<file path="config.mk">
export PLATFORM = sky130hd
export DESIGN_NAME = alu_arbiter
export DESIGN_NICKNAME = d
export VERILOG_FILES = /design/src/rtl/alu_arbiter.sv
export SDC_FILE = /design/constraint.sdc
export NUM_CORES = 1
export LEC_CHECK = 0
export ABC_AREA = 1
export ABC_CLOCK_PERIOD_IN_PS = 1080
export CAP_MARGIN = 15
export CORE_UTILIZATION = 38
export CTS_BUF_LIST = sky130_fd_sc_hd__clkbuf_4 sky130_fd_sc_hd__clkbuf_8
export CTS_CLUSTER_DIAMETER = 50
export DETAILED_ROUTE_END_ITERATION = 8
export PLACE_DENSITY = 0.89
export SLEW_MARGIN = 0
export SYNTH_ARGS = -nofsm -noshare
export SYNTH_HDL_FRONTEND = slang
export SYNTH_SLANG_ARGS = --single-unit
</file>
<file path="constraint.sdc">
create_clock -name CLK -period 1.08 [get_ports CLK]
set_input_delay 0.324 -clock CLK [delete_from_list [all_inputs] [get_ports CLK]]
set_output_delay 0.324 -clock CLK [all_outputs]
set_load 0.03 [all_outputs]
</file>
<file path="src/rtl/alu_arbiter.sv">
// Shares one external ALU between two requesters: arbitrates, launches operands, waits LAT cycles, returns result.
// Optional build macro ALU_ARB_FIXED_PRIO_EN selects fixed priority (port 0 first) instead of round-robin.
module alu_arbiter #(
    parameter int WIDTH = 8,
    parameter int LAT   = 2
) (
    input  logic             CLK,
    input  logic             RESET,
    input  logic             REQ0,
    input  logic [WIDTH-1:0] DATA1_0,
    input  logic [WIDTH-1:0] DATA2_0,
    input  logic [2:0]       SELECT_0,
    input  logic             REQ1,
    input  logic [WIDTH-1:0] DATA1_1,
    input  logic [WIDTH-1:0] DATA2_1,
    input  logic [2:0]       SELECT_1,
    output logic             GNT0,
    output logic             GNT1,
    output logic             DONE0,
    output logic             DONE1,
    output logic [WIDTH-1:0] RESULT_OUT,
    output logic             ZERO_OUT,
    output logic             BUSY,
    output logic [WIDTH-1:0] ALU_DATA1,
    output logic [WIDTH-1:0] ALU_DATA2,
    output logic [2:0]       ALU_SELECT,
    input  logic [WIDTH-1:0] ALU_RESULT,
    input  logic             ALU_ZERO
);

    typedef enum logic {S_IDLE, S_WAIT} state_t;

    state_t     state, state_nxt;
    logic [3:0] cnt, cnt_nxt;
    logic       port;     // port currently holding the ALU
    logic       win;      // arbitration winner if a launch happens this edge
    logic       launch;
    logic       capture;

`ifdef ALU_ARB_FIXED_PRIO_EN
    assign win = ~REQ0;
`else
    logic last_served;
    // Contention goes to whichever port was not served last; a lone requester always wins.
    assign win = (REQ0 && REQ1) ? ~last_served : REQ1;
`endif

    assign BUSY = (state != S_IDLE);

    always_ff @(posedge CLK or negedge RESET) begin
        if (!RESET) begin
            state <= S_IDLE;
            cnt   <= 4'd0;
        end else begin
            state <= state_nxt;
            cnt   <= cnt_nxt;
        end
    end

    always_comb begin
        state_nxt = state;
        cnt_nxt   = cnt;
        launch    = 1'b0;
        capture   = 1'b0;
        case (state)
            S_IDLE: begin
                if (REQ0 || REQ1) begin
                    launch    = 1'b1;
                    cnt_nxt   = 4'(LAT);
                    state_nxt = S_WAIT;
                end
            end
            S_WAIT: begin
                cnt_nxt = cnt - 4'd1;
                if (cnt == 4'd1) begin
                    capture   = 1'b1;
                    state_nxt = S_IDLE;
                end
            end
            default: state_nxt = S_IDLE;
        endcase
    end

    always_ff @(posedge CLK or negedge RESET) begin
        if (!RESET) begin
            GNT0       <= 1'b0;
            GNT1       <= 1'b0;
            DONE0      <= 1'b0;
            DONE1      <= 1'b0;
            RESULT_OUT <= '0;
            ZERO_OUT   <= 1'b0;
            ALU_DATA1  <= '0;
            ALU_DATA2  <= '0;
            ALU_SELECT <= 3'b000;
            port       <= 1'b0;
        end else begin
            GNT0  <= launch & ~win;
            GNT1  <= launch & win;
            DONE0 <= capture & ~port;
            DONE1 <= capture & port;
            if (launch) begin
                port       <= win;
                ALU_DATA1  <= win ? DATA1_1  : DATA1_0;
                ALU_DATA2  <= win ? DATA2_1  : DATA2_0;
                ALU_SELECT <= win ? SELECT_1 : SELECT_0;
            end
            if (capture) begin
                RESULT_OUT <= ALU_RESULT;
                ZERO_OUT   <= ALU_ZERO;
            end
        end
    end

`ifndef ALU_ARB_FIXED_PRIO_EN
    // Reset value 1 hands the first tie to port 0.
    always_ff @(posedge CLK or negedge RESET) begin
        if (!RESET)       last_served <= 1'b1;
        else if (capture) last_served <= port;
    end
`endif

endmodule

</file>
Yosys cells after proc, flatten, opt, wreduce, memory -nomap -nowiden
Cells that the tools add are included.

Magnitude comparators: 0. Add/subtract/negate cells: 1. Reduce and logical (&&, ||, !) cells: 2. $mul: 0. Eq/ne operators: 2. Shift operators: 0. Bitwise logic cells: 8. Muxes and demuxes: 12. Div/mod/pow operators: 0.

Operator list (count): 2-to-1 mux 8 bit (2); case mux 4 bit (2 select lines) (1); 2-to-1 mux 1 bit (6); bitwise AND 1 bit (4); equality test 4 x 1 -> 1 bit (second input constant) (1); 2-to-1 mux 4 bit (1); NOT 1 bit (4); subtractor 4 x 1 -> 4 bit (second input constant) (1); 2-to-1 mux 3 bit (1); != test 2 bit (second input constant) (1); case mux 1 bit (2 select lines) (1); logical AND 1 bit (1); logical OR 1 bit (1).

Latch bits: 0. RAM bits: 0. Output and inout port bits: 33. ROM bits: 0. Memories kept: 0. Register bits: 39. Word-level logic and storage cells: 38. Input port bits: 51.

Depth between registers and ports, before layout
Gate-level depths: netlist (run 1).

Depth in word-level cells: 4. Depth in mapped cells: 6. Mapped depth without buffers: 5.

Worst setup path after synthesis (run 1)
Ideal clock, no wire load.

Path type: flip-flop to flip-flop. Start point: register state, in the netlist BUSY. End point: register RESULT_OUT[0]. Setup time: 0.126 ns. Stages on the path, launching flop included: 6. Arrival: 1.102 ns. Slack: -0.148 ns. Required time: 0.954 ns. Path through: dfrtp_1 -> buf_4 -> nand3_2 -> buf_2 -> nand2_1 -> o21ai_0.

Longest elaborated chain between the ends: 1.

RTL lines: from (decl) (line 33) `state_t state, state_nxt;`; from (signal assigned) (line 55) `state <= state_nxt;`; 2-to-1 mux 1 bit (line 65) `case (state)`; to (signal assigned) (line 90) `RESULT_OUT <= '0;`; to (signal assigned) (line 108) `RESULT_OUT <= ALU_RESULT;`; to (decl) (line 21) `output logic [WIDTH-1:0] RESULT_OUT,`.

No other way between the ends. A chain may end at the register's enable or synchronous reset.

Final worst setup path (run 1)
Start point: register state, in the netlist BUSY. End point: output BUSY.

RTL lines: to (decl) (line 23) `output logic BUSY,`.

No word-level cell between the ends.

==> metrics.md, run 1 <==
| Metric | Value |
|---|---|
| Max VDD drop | 1.82 mV |
| Syn_nets | 246 |
| Most frequent cell after synthesis | nand3_1 |
| R2r endpoint | ALU_DATA2[6]$_DFFE_PN0P_ |
| Min-Delay Path Class | primary input to asynchronous set/reset pin |
| Yosys top cell area share | 54.5% |
| Initial antenna violation count | 0 |
| Yosys warnings | 0 |
| CTS tree | yes |
| Total track usage | 27.0% |
| Post-DP HPWL | 3440 µm |
| Number of vias per cell | 5.69 |
| Static Leak | 1.80 nW |
| Worst r2r src | BUSY$_DFF_PN0_ |
| PD cells | 3100 mW/mm² |
| N_diodes | 0 |
| Synth cell types | 20 |
| Clock Skew | 0.00732 ns |
| Fin Hold WS | 0.412 ns |
| Starting DRT DRC Count | 171 |
| Core area | 0.00438 mm² |
| Synth area leader | dfrtp_1 |
| Clk root buf | clkbuf_8 |
| Sequential-to-total area share from yosys stat | 56.0% |
| IO Count | 84 |
| CP required | 0.76 ns |
| Routed Wire Length | 8080 µm |
| Mux share of post-synthesis cell area | 0% |
| Worst reg-to-reg setup slack | -0.18 ns |
| Dpl cell area | 0.00266 mm² |
| Xor/xnor share of the synthesized area | 0% |
| Max clock buf depth | 2 |
| Slew margin rel. | 77.9% |
| Initial core utilization | 39.8% |
| Final Hold Fails | 0 |
| WL/cell | 21.3 µm |
| Worst reg2reg path depth | 7 |
| Max Cap Viol | 0 |
| Worst slew pin tran | 0.331 ns |
| Most frequent cells after synthesis | nand3_1 (41), dfrtp_1 (38), nand2_1 (36) |
| Layout Utilization | 86.6% |
| Total negative slack | -8.28 ns |
| Fraction of layout cells with a size suffix above 1 | 55.5% |
| Post-Syn Area | 0.00175 mm² |
| Number of global-route vias before repair | 2035 |
| Critical path class | register to output port |
| Unrepaired setup endpoints after global routing | yes |
| Area Overhead vs Synth | 118% |
| Worst-Skew Late Latency | 0.30 ns |
| Critical Path AT | 0.97 ns |
| First-pass GRT wire length | 10200 µm |
| DRC Markers | 0 |
| Failing checks | setup timing |
| EDFF count, synth | 0 |
| Top_reg_cell synth | dfrtp_1 |
| Num Clock Sinks | 39 |
| Synth Area in Compound Gates | 4.95% |
| Synthesized-area fraction occupied by adder cells | 1.43% |
| Row cnt | 24 |
| # port buffers | 83 |
| Final instance area | 0.00380 mm² |
| Register bit total from synthesis | 39 |
| Clock transition at path regs | 0.09 ns |
| Main combinational cell family by area after synthesis | simple AND/OR/NAND/NOR gates |
| Syn avg cell area | 9.04 µm² |
| Area contributors post-synth | dfrtp_1 (54%), nand3_1 (12%), nand2_1 (7.7%) |
| CP Launch Type | register |
| Largest net degree at the start of global routing | 25 |
| TritonCTS Buffers | 5 |
| Proportion of synthesized flip-flops having asynchronous set or reset | 100% |
| Post-route minimum period | 1.29 ns |
| Die H | 69.8 µm |
| CP Max Fanout | 2 |
| Status | finished, violations left |
| Gpl congestion | 0.810 |
| Vias after detailed routing | 2161 |
| DIE WIDTH | 69.8 µm |
| Gr ovfl total | 0 |
| Final worst slack | -0.213 ns |
| Pre-CTS setup slack | -0.894 ns |
| Final Cycle Share | 120% |
| H-tree levels | 2 |
| Final antenna-violating net count | 0 |
| Nets | 380 |
| Cells after Synth | 193 |
| Pre-antenna DRT Iters | 4 |
| Synth Area in Simple Gates | 29.1% |
| Die ar. | 0.00487 mm² |
| Finish-stage setup viols | 70 |
| Final Max Tran Viols | 0 |
| Critical Path Sink Type | output port |
| Maximum clock rate | 0.773 GHz |
-- where the power goes --
group	leakage [nW]	switching, mW	internal, mW
combinational	1.26	3.98	3.72
sequential	0.477	0.624	2.17
clock	0.0581	0.577	0.689
-- critical path, stage by stage (launching register included) --
cell     delay, ns
dfrtp_2       0.42
buf_6         0.13
buf_6         0.13
-- metal layers --
layer  wire, µm  GRT usage, %
met1       3030          35.3
met2       4190          43.7
met3        578          4.65
met4        280          12.4
met5          0             0
-- how the worst max path moves through the flow --
stage	startpoint	to	slack, ns	cells after the start
floorplan	BUSY$_DFF_PN0_	ALU_DATA1[1]$_DFFE_PN0P_	-0.03	5
global placement	REQ0	ALU_DATA1[7]$_DFFE_PN0P_	-0.81	5
detailed placement	REQ0	ALU_DATA2[2]$_DFFE_PN0P_	-0.89	5
CTS	BUSY$_DFF_PN0_	BUSY	-0.20	2
global route	BUSY$_DFF_PN0_	BUSY	-0.24	2
finish	BUSY$_DFF_PN0_	BUSY	-0.21	2
-- layout by cell type (no fill, tap or decap), types with 2 or more instances in the layout --
master,netlist,final
dfrtp_1,38,37
nand2_4,0,20
buf_16,0,3
nand2_2,0,12
inv_2,1,2
clkbuf_8,0,5
nor2_4,0,7
o21ai_1,3,3
dlygate4sd2_1,0,2
buf_6,1,39
inv_1,14,12
buf_8,0,4
nand3_2,1,22
o21ai_2,1,8
a21oi_2,0,2
o21ai_4,0,2
nand3_1,41,19
nand4_1,20,20
buf_12,0,5
buf_4,6,38
nand2_1,36,3
ha_4,0,2
clkdlybuf4s50_1,0,47
-- cell type report --
type                    instances  area [µm²]
fillers                       200         586
repair buffers                141        1500
flip-flops and latches         39         978
inverters                      15        68.8
well taps                      52        65.1
clock inverters                 3        43.8
clock buffers                   5        68.8
multi-input cells             125        1070
-- flip-flops by register name (all words and copies together) (netlist names) --
signal	cells
ALU_DATA1	8
ALU_DATA2	8
RESULT_OUT	8
cnt	4
ALU_SELECT	3
BUSY	1
DONE0	1
DONE1	1
GNT0	1
GNT1	1
ZERO_OUT	1
last_served	1
port	1
-- logic make-up (layout without fill, tap and decap cells) --
logic type | Yosys count | after routing
DFF | 39 | 39
AOI/OAI and AO/OA | 16 | 16
and+or+nand+nor | 106 | 107
buffers and inverters | 30 | 164
adders and majority gates | 2 | 2
-- timing repair --
item,4_1_cts,5_1_grt
hold buffers,1,0
endpoints found under the hold margin,4,0
setup endpoints to repair,69,71
pin swaps,6,4
gates cloned,6,0
buffers inserted,20,14
gates resized for setup,110,64
-- per-stage QoR --
stage	power, mW	cells
after global placement	6.69	331
after detailed placement	6.82	331
after global routing	12.2	380
after CTS	10.0	366
after floorplan	5.14	193
final	11.8	380
Note: power is estimated with default switching activity, not from simulation.
==> run 2, diff against run 1 <==
--- a/config.mk
+++ b/config.mk
@@ -6,7 +6,6 @@
 export NUM_CORES = 1
 export LEC_CHECK = 0
 export ABC_AREA = 1
-export ABC_CLOCK_PERIOD_IN_PS = 1080
 export CAP_MARGIN = 15
 export CORE_UTILIZATION = 38
 export CTS_BUF_LIST = sky130_fd_sc_hd__clkbuf_4 sky130_fd_sc_hd__clkbuf_8
@@ -17,3 +16,4 @@
 export SYNTH_ARGS = -nofsm -noshare
 export SYNTH_HDL_FRONTEND = slang
 export SYNTH_SLANG_ARGS = --single-unit
+export TNS_END_PERCENT = 30
==> run 2 against run 1 <==
The flow still finishes with violations (setup timing). Sequential power is 2% higher. Count of clock-buffer cells in the layout unchanged. Critical path depth grew 3. Fmax is 4.6% higher. Final cell count decreased by 6.6%. Largest cell class unchanged. Non-clock buffer count is 24 lower. Die area stayed put. Critical path type is now register to register. Via count is 7.5% lower. Clock power increased by 17%. Final area decreased by 10%.
==> metrics.md, run 2 (synthesis results as in run 1) <==
| Metric | Value |
|---|---|
| Layout Utilization | 77.9% |
| IO Count | 84 |
| CP Launch Type | register |
| Core area | 0.00438 mm² |
| Total track usage | 24.2% |
| Critical Path Sink Type | register |
| Max Cap Viol | 0 |
| Largest net degree at the start of global routing | 40 |
| Post-DP HPWL | 3600 µm |
| Starting DRT DRC Count | 189 |
| Clock transition at path regs | 0.08 ns |
| Routed Wire Length | 6960 µm |
| Final Cycle Share | 115% |
| Die H | 69.8 µm |
| Finished Layout Cells | 355 |
| Placed Cells | 335 |
| Max VDD drop | 1.39 mV |
| Vias after detailed routing | 1999 |
| Initial core utilization | 39.8% |
| First-pass GRT wire length | 9330 µm |
| Gr ovfl total | 0 |
| Number of vias per cell | 5.63 |
| Initial antenna violation count | 0 |
| Largest regs | ALU_DATA1 (8), ALU_DATA2 (8), RESULT_OUT (8) |
| Pre-antenna DRT Iters | 4 |
| DRC Markers | 0 |
| Maximum clock rate | 0.809 GHz |
| Most frequent cells in the layout | clkdlybuf4s50_1 (47), buf_6 (46), dfrtp_1 (37) |
| Worst-Skew Late Latency | 0.29 ns |
| Status | finished, violations left |
| N_diodes | 0 |
| Clock Skew | 0.00546 ns |
| Worst reg2reg path depth | 5 |
| Fraction of layout cells with a size suffix above 1 | 43.9% |
| CTS tree | yes |
| Final Max Tran Viols | 0 |
| Final Hold Fails | 0 |
| Nets | 355 |
| Num Clock Sinks | 39 |
| TritonCTS Buffers | 5 |
| Failing checks | setup timing |
| Critical Path AT | 1.41 ns |
| Final antenna-violating net count | 0 |
| Gpl congestion | 0.809 |
| DIE WIDTH | 69.8 µm |
| Number of global-route vias before repair | 2040 |
| Max clock buf depth | 2 |
| WL/cell | 19.6 µm |
| Finish-stage setup viols | 70 |
| PD cells | 3040 mW/mm² |
| Die ar. | 0.00487 mm² |
| Unrepaired setup endpoints after global routing | yes |
| Slew margin rel. | 83.1% |
| CP required | 1.25 ns |
| Clk root buf | clkbuf_8 |
| Post-route minimum period | 1.24 ns |
| H-tree levels | 2 |
| Worst slew pin tran | 0.252 ns |
| Static Leak | 1.59 nW |
| Tot Pwr | 10.4 mW |
| CP Max Fanout | 5 |
| # port buffers | 83 |
| Commonest non-fill, non-tap cell in the layout | clkdlybuf4s50_1 |
| Min-Delay Path Class | register to register |
| Row cnt | 24 |
| Final worst slack | -0.157 ns |
| Critical path class | register to register |
| Area Overhead vs Synth | 95.7% |
| Total negative slack | -6.21 ns |
| Min-Delay Path Depth | 1 |
==> run 2: cell types whose count changed in the layout (fill, tap and decap cells not counted), moves of 4 or more <==
cell     change
buf_8        -4
nand2_4     -12
nand2_1     +20
nand2_2      -8
buf_6        +7
nor2_4       -5
buf_4       -25
==> run 2: final cells by class <==
class | count | area [µm²]
clock buffer | 5 | 68.8
clock inverter | 3 | 67.6
fill | 273 | 968
inverter | 15 | 61.3
multi-input combinational | 124 | 902
sequential | 39 | 978
tap | 52 | 65.1
timing repair buffer | 117 | 1270
==> run 2: repair_timing <==
item / CTS / global route
endpoints found under the hold margin: 6 / 0
gates resized for setup: 67 / 64
cloned: 4 / 2
buffers inserted: 2 / 3
pin swaps: 10 / 17
endpoints found under the setup margin: 66 / 71
hold buffers: 1 / 0
==> run 2: worst paths after layout <==
kind                                          from                        end  slack [ns]
max                        last_served$_DFFE_PN1P_           port$_DFFE_PN0P_       -0.16
min                               port$_DFFE_PN0P_            DONE0$_DFF_PN0_        0.46
max reg2reg                last_served$_DFFE_PN1P_           port$_DFFE_PN0P_       -0.16
min reg2reg                       port$_DFFE_PN0P_            DONE0$_DFF_PN0_        0.46
max in group asynchronous                    RESET    last_served$_DFFE_PN1P_        0.30
min in group asynchronous                    RESET  RESULT_OUT[6]$_DFFE_PN0P_        0.53
==> run 2: worst max-delay path, cell delays in order (launching register included) <==
cell	delay [ns]
dfstp_2	0.57
nand2_4	0.11
nand2_8	0.13
buf_6	0.11
nor2_4	0.03
o21bai_1	0.16
==> run 2: where the power goes <==
group	internal [mW]	switching [mW]
Clock	0.922	0.561
Combinational	2.77	3.26
Sequential	2.17	0.683
Total	5.87	4.50
==> run 2: per-stage QoR <==
stage	area, µm²	setup slack [ns]	hold WS [ns]
6_report	3420	-0.157	0.461
3_5_place_dp	2680	-0.497	0.312
4_1_cts	3130	-0.118	0.439
5_1_grt	3420	-0.212	0.486
2_1_floorplan	1770	-0.0297	0.0284
3_3_place_gp	2680	-0.445	0.306
==> run 2: metal layers <==
layer  share of wire [%]  track usage (%)
met1                  37             28.2
met2                  53             43.1
met3                 7.0             3.63
met4                 2.9             11.8
met5                   0                0
==> run 3, diff against run 2 <==
--- a/config.mk
+++ b/config.mk
@@ -11,6 +11,7 @@
 export CTS_BUF_LIST = sky130_fd_sc_hd__clkbuf_4 sky130_fd_sc_hd__clkbuf_8
 export CTS_CLUSTER_DIAMETER = 50
 export DETAILED_ROUTE_END_ITERATION = 8
+export MAX_ROUTING_LAYER = met4
 export PLACE_DENSITY = 0.89
 export SLEW_MARGIN = 0
 export SYNTH_ARGS = -nofsm -noshare
==> constraint.sdc (replaced) <==
create_clock -name CLK -period 1.08 [get_ports CLK]
set_input_delay 0.324 -clock CLK [delete_from_list [all_inputs] [get_ports CLK]]
set_output_delay 0.324 -clock CLK [all_outputs]
set_load 0.01 [all_outputs]
==> run 3 against run 2 <==
The run still ends with setup timing left. Clock skew increased by 0.0036 ns. Count of clock-buffer cells in the layout increased by 1. Combinational power is 25% lower. Sequential share of layout area is 1.9 points higher. Total power fell by 18%. Register-to-register slack improved by 0.04 ns. Sequential cell count did not move. Global-route usage is 2.2 points lower.
==> metrics.md, run 3 (synthesis results as in run 1) <==
| Metric | Value |
|---|---|
| Status | finished, violations left |
| Failing checks | setup timing |
| Final instance area | 0.00319 mm² |
| Pre-antenna DRT Iters | 5 |
| CTS tree | yes |
| Post-DP HPWL | 3420 µm |
| Commonest non-fill, non-tap cell in the layout | clkdlybuf4s50_1 |
| DRC Markers | 0 |
| CP Max Fanout | 2 |
| Area Overhead vs Synth | 83.0% |
| Initial antenna violation count | 0 |
| First-pass GRT wire length | 8200 µm |
| Clock transition at path regs | 0.08 ns |
| Total track usage | 22.0% |
| Largest regs | ALU_DATA1 (8), ALU_DATA2 (8), RESULT_OUT (8) |
| Fin Hold WS | 0.452 ns |
| Number of vias per cell | 5.56 |
| Die H | 69.8 µm |
| Delay-heaviest family, CP | flip-flops |
| Layout Utilization | 72.9% |
| Vias after detailed routing | 2003 |
| Fraction of layout cells with a size suffix above 1 | 43.8% |
| Static Leak | 1.55 nW |
| Critical Path AT | 0.87 ns |
| Final antenna-violating net count | 0 |
| DIE WIDTH | 69.8 µm |
| IO Count | 84 |
| Nets | 360 |
| Maximum clock rate | 0.836 GHz |
| Clock Skew | 0.00903 ns |
| Critical Path Sink Type | output port |
| Initial core utilization | 39.8% |
| GR Layer Usage met3 | 4.07% |
| Number of global-route vias before repair | 1823 |
| Max clock buf depth | 2 |
| # port buffers | 83 |
| Finished Layout Cells | 360 |
| Starting DRT DRC Count | 148 |
| WL/cell | 17.8 µm |
| Critical-path cell list | buf_2 |
| Register area | 977 µm² |
| Met2 usage in global routing | 35.6% |
| Slowest cell on crit path | dfrtp_1 |
| Total negative slack | -4.67 ns |
| Fillcell total | 297 |
| Min-Delay Path Class | register to register |
| Final Max Tran Viols | 0 |
| Post-route minimum period | 1.20 ns |
| Unrepaired setup endpoints after global routing | yes |
| Finish-stage setup viols | 69 |
| PD cells | 2650 mW/mm² |
| Final worst slack | -0.116 ns |
| Largest net degree at the start of global routing | 40 |
| Critical path class | register to output port |
| Max VDD drop | 1.51 mV |
| Final Hold Fails | 0 |
| Gr ovfl total | 0 |
| Buffer and inverter count on the worst path | 1 |
| Row cnt | 24 |
| Worst slew pin tran | 0.368 ns |
| Num Clock Sinks | 39 |
| CP Launch Type | register |
| N_diodes | 0 |
| H-tree levels | 2 |
| Routed Wire Length | 6390 µm |
| Placed Cells | 335 |
| Gpl congestion | 0.757 |
| Largest stage delay on the critical path | 0.41 ns |
| Worst-Skew Late Latency | 0.30 ns |
| GR Util met1 | 27.8% |
| TritonCTS Buffers | 5 |
| Pre-CTS setup slack | -0.489 ns |
| Core area | 0.00438 mm² |
| Dpl cell area | 0.00273 mm² |
| Clk root buf | clkbuf_8 |
| Die ar. | 0.00487 mm² |
| Area of the multi-input gates | 872 µm² |
| Final Cycle Share | 111% |
| Global route hottest layer | met2 |
| Max Cap Viol | 0 |
| Tot Pwr | 8.47 mW |
| Slew margin rel. | 75.5% |
| Most frequent cells in the layout | clkdlybuf4s50_1 (47), dfrtp_1 (38), buf_2 (34) |
| CP required | 0.76 ns |
-- run 3: layout make-up --
cell class	instances	area share, %
clock buffers	6	2.59
clock inverters	2	1.10
inverters	15	1.92
multi-input cells	124	27.3
flip-flops and latches	39	30.6
well taps	52	2.04
repair buffers	122	34.5
-- run 3: per-layer routing --
| layer | wire (µm) | vias up |
|---|---|---|
| li1 | - | 882 |
| met1 | 2560 | 955 |
| met2 | 3070 | 132 |
| met3 | 504 | 34 |
| met4 | 252 | 0 |
| met5 | 0 | - |
-- run 3: worst paths after layout --
check	endpoint	from	depth (start not counted)	slack [ns]
worst max-delay path	ALU_DATA1[7]	ALU_DATA1[7]$_DFFE_PN0P_	1	-0.12
worst min-delay path	DONE0$_DFF_PN0_	port$_DFFE_PN0P_	1	0.45
worst max register to register	port$_DFFE_PN0P_	last_served$_DFFE_PN1P_	5	-0.12
worst min register to register	DONE0$_DFF_PN0_	port$_DFFE_PN0P_	1	0.45
max in group asynchronous	last_served$_DFFE_PN1P_	RESET	3	0.31
min in group asynchronous	BUSY$_DFF_PN0_	RESET	3	0.52
-- run 3: where the power goes --
group	total (mW)	switching (mW)	internal (mW)
Sequential	2.64	0.476	2.17
Clock	1.30	0.550	0.748
Combinational	4.53	2.31	2.22
-- run 3: timing repair --
action                                  in CTS  in global routing
pin swaps                                    1                 15
endpoints found under the setup margin      66                 70
resized for setup                          146                 77
cloned                                       1                  5
hold endpoints to repair                    20                  0
buffers inserted                             5                  5
hold buffers                                 1                  0
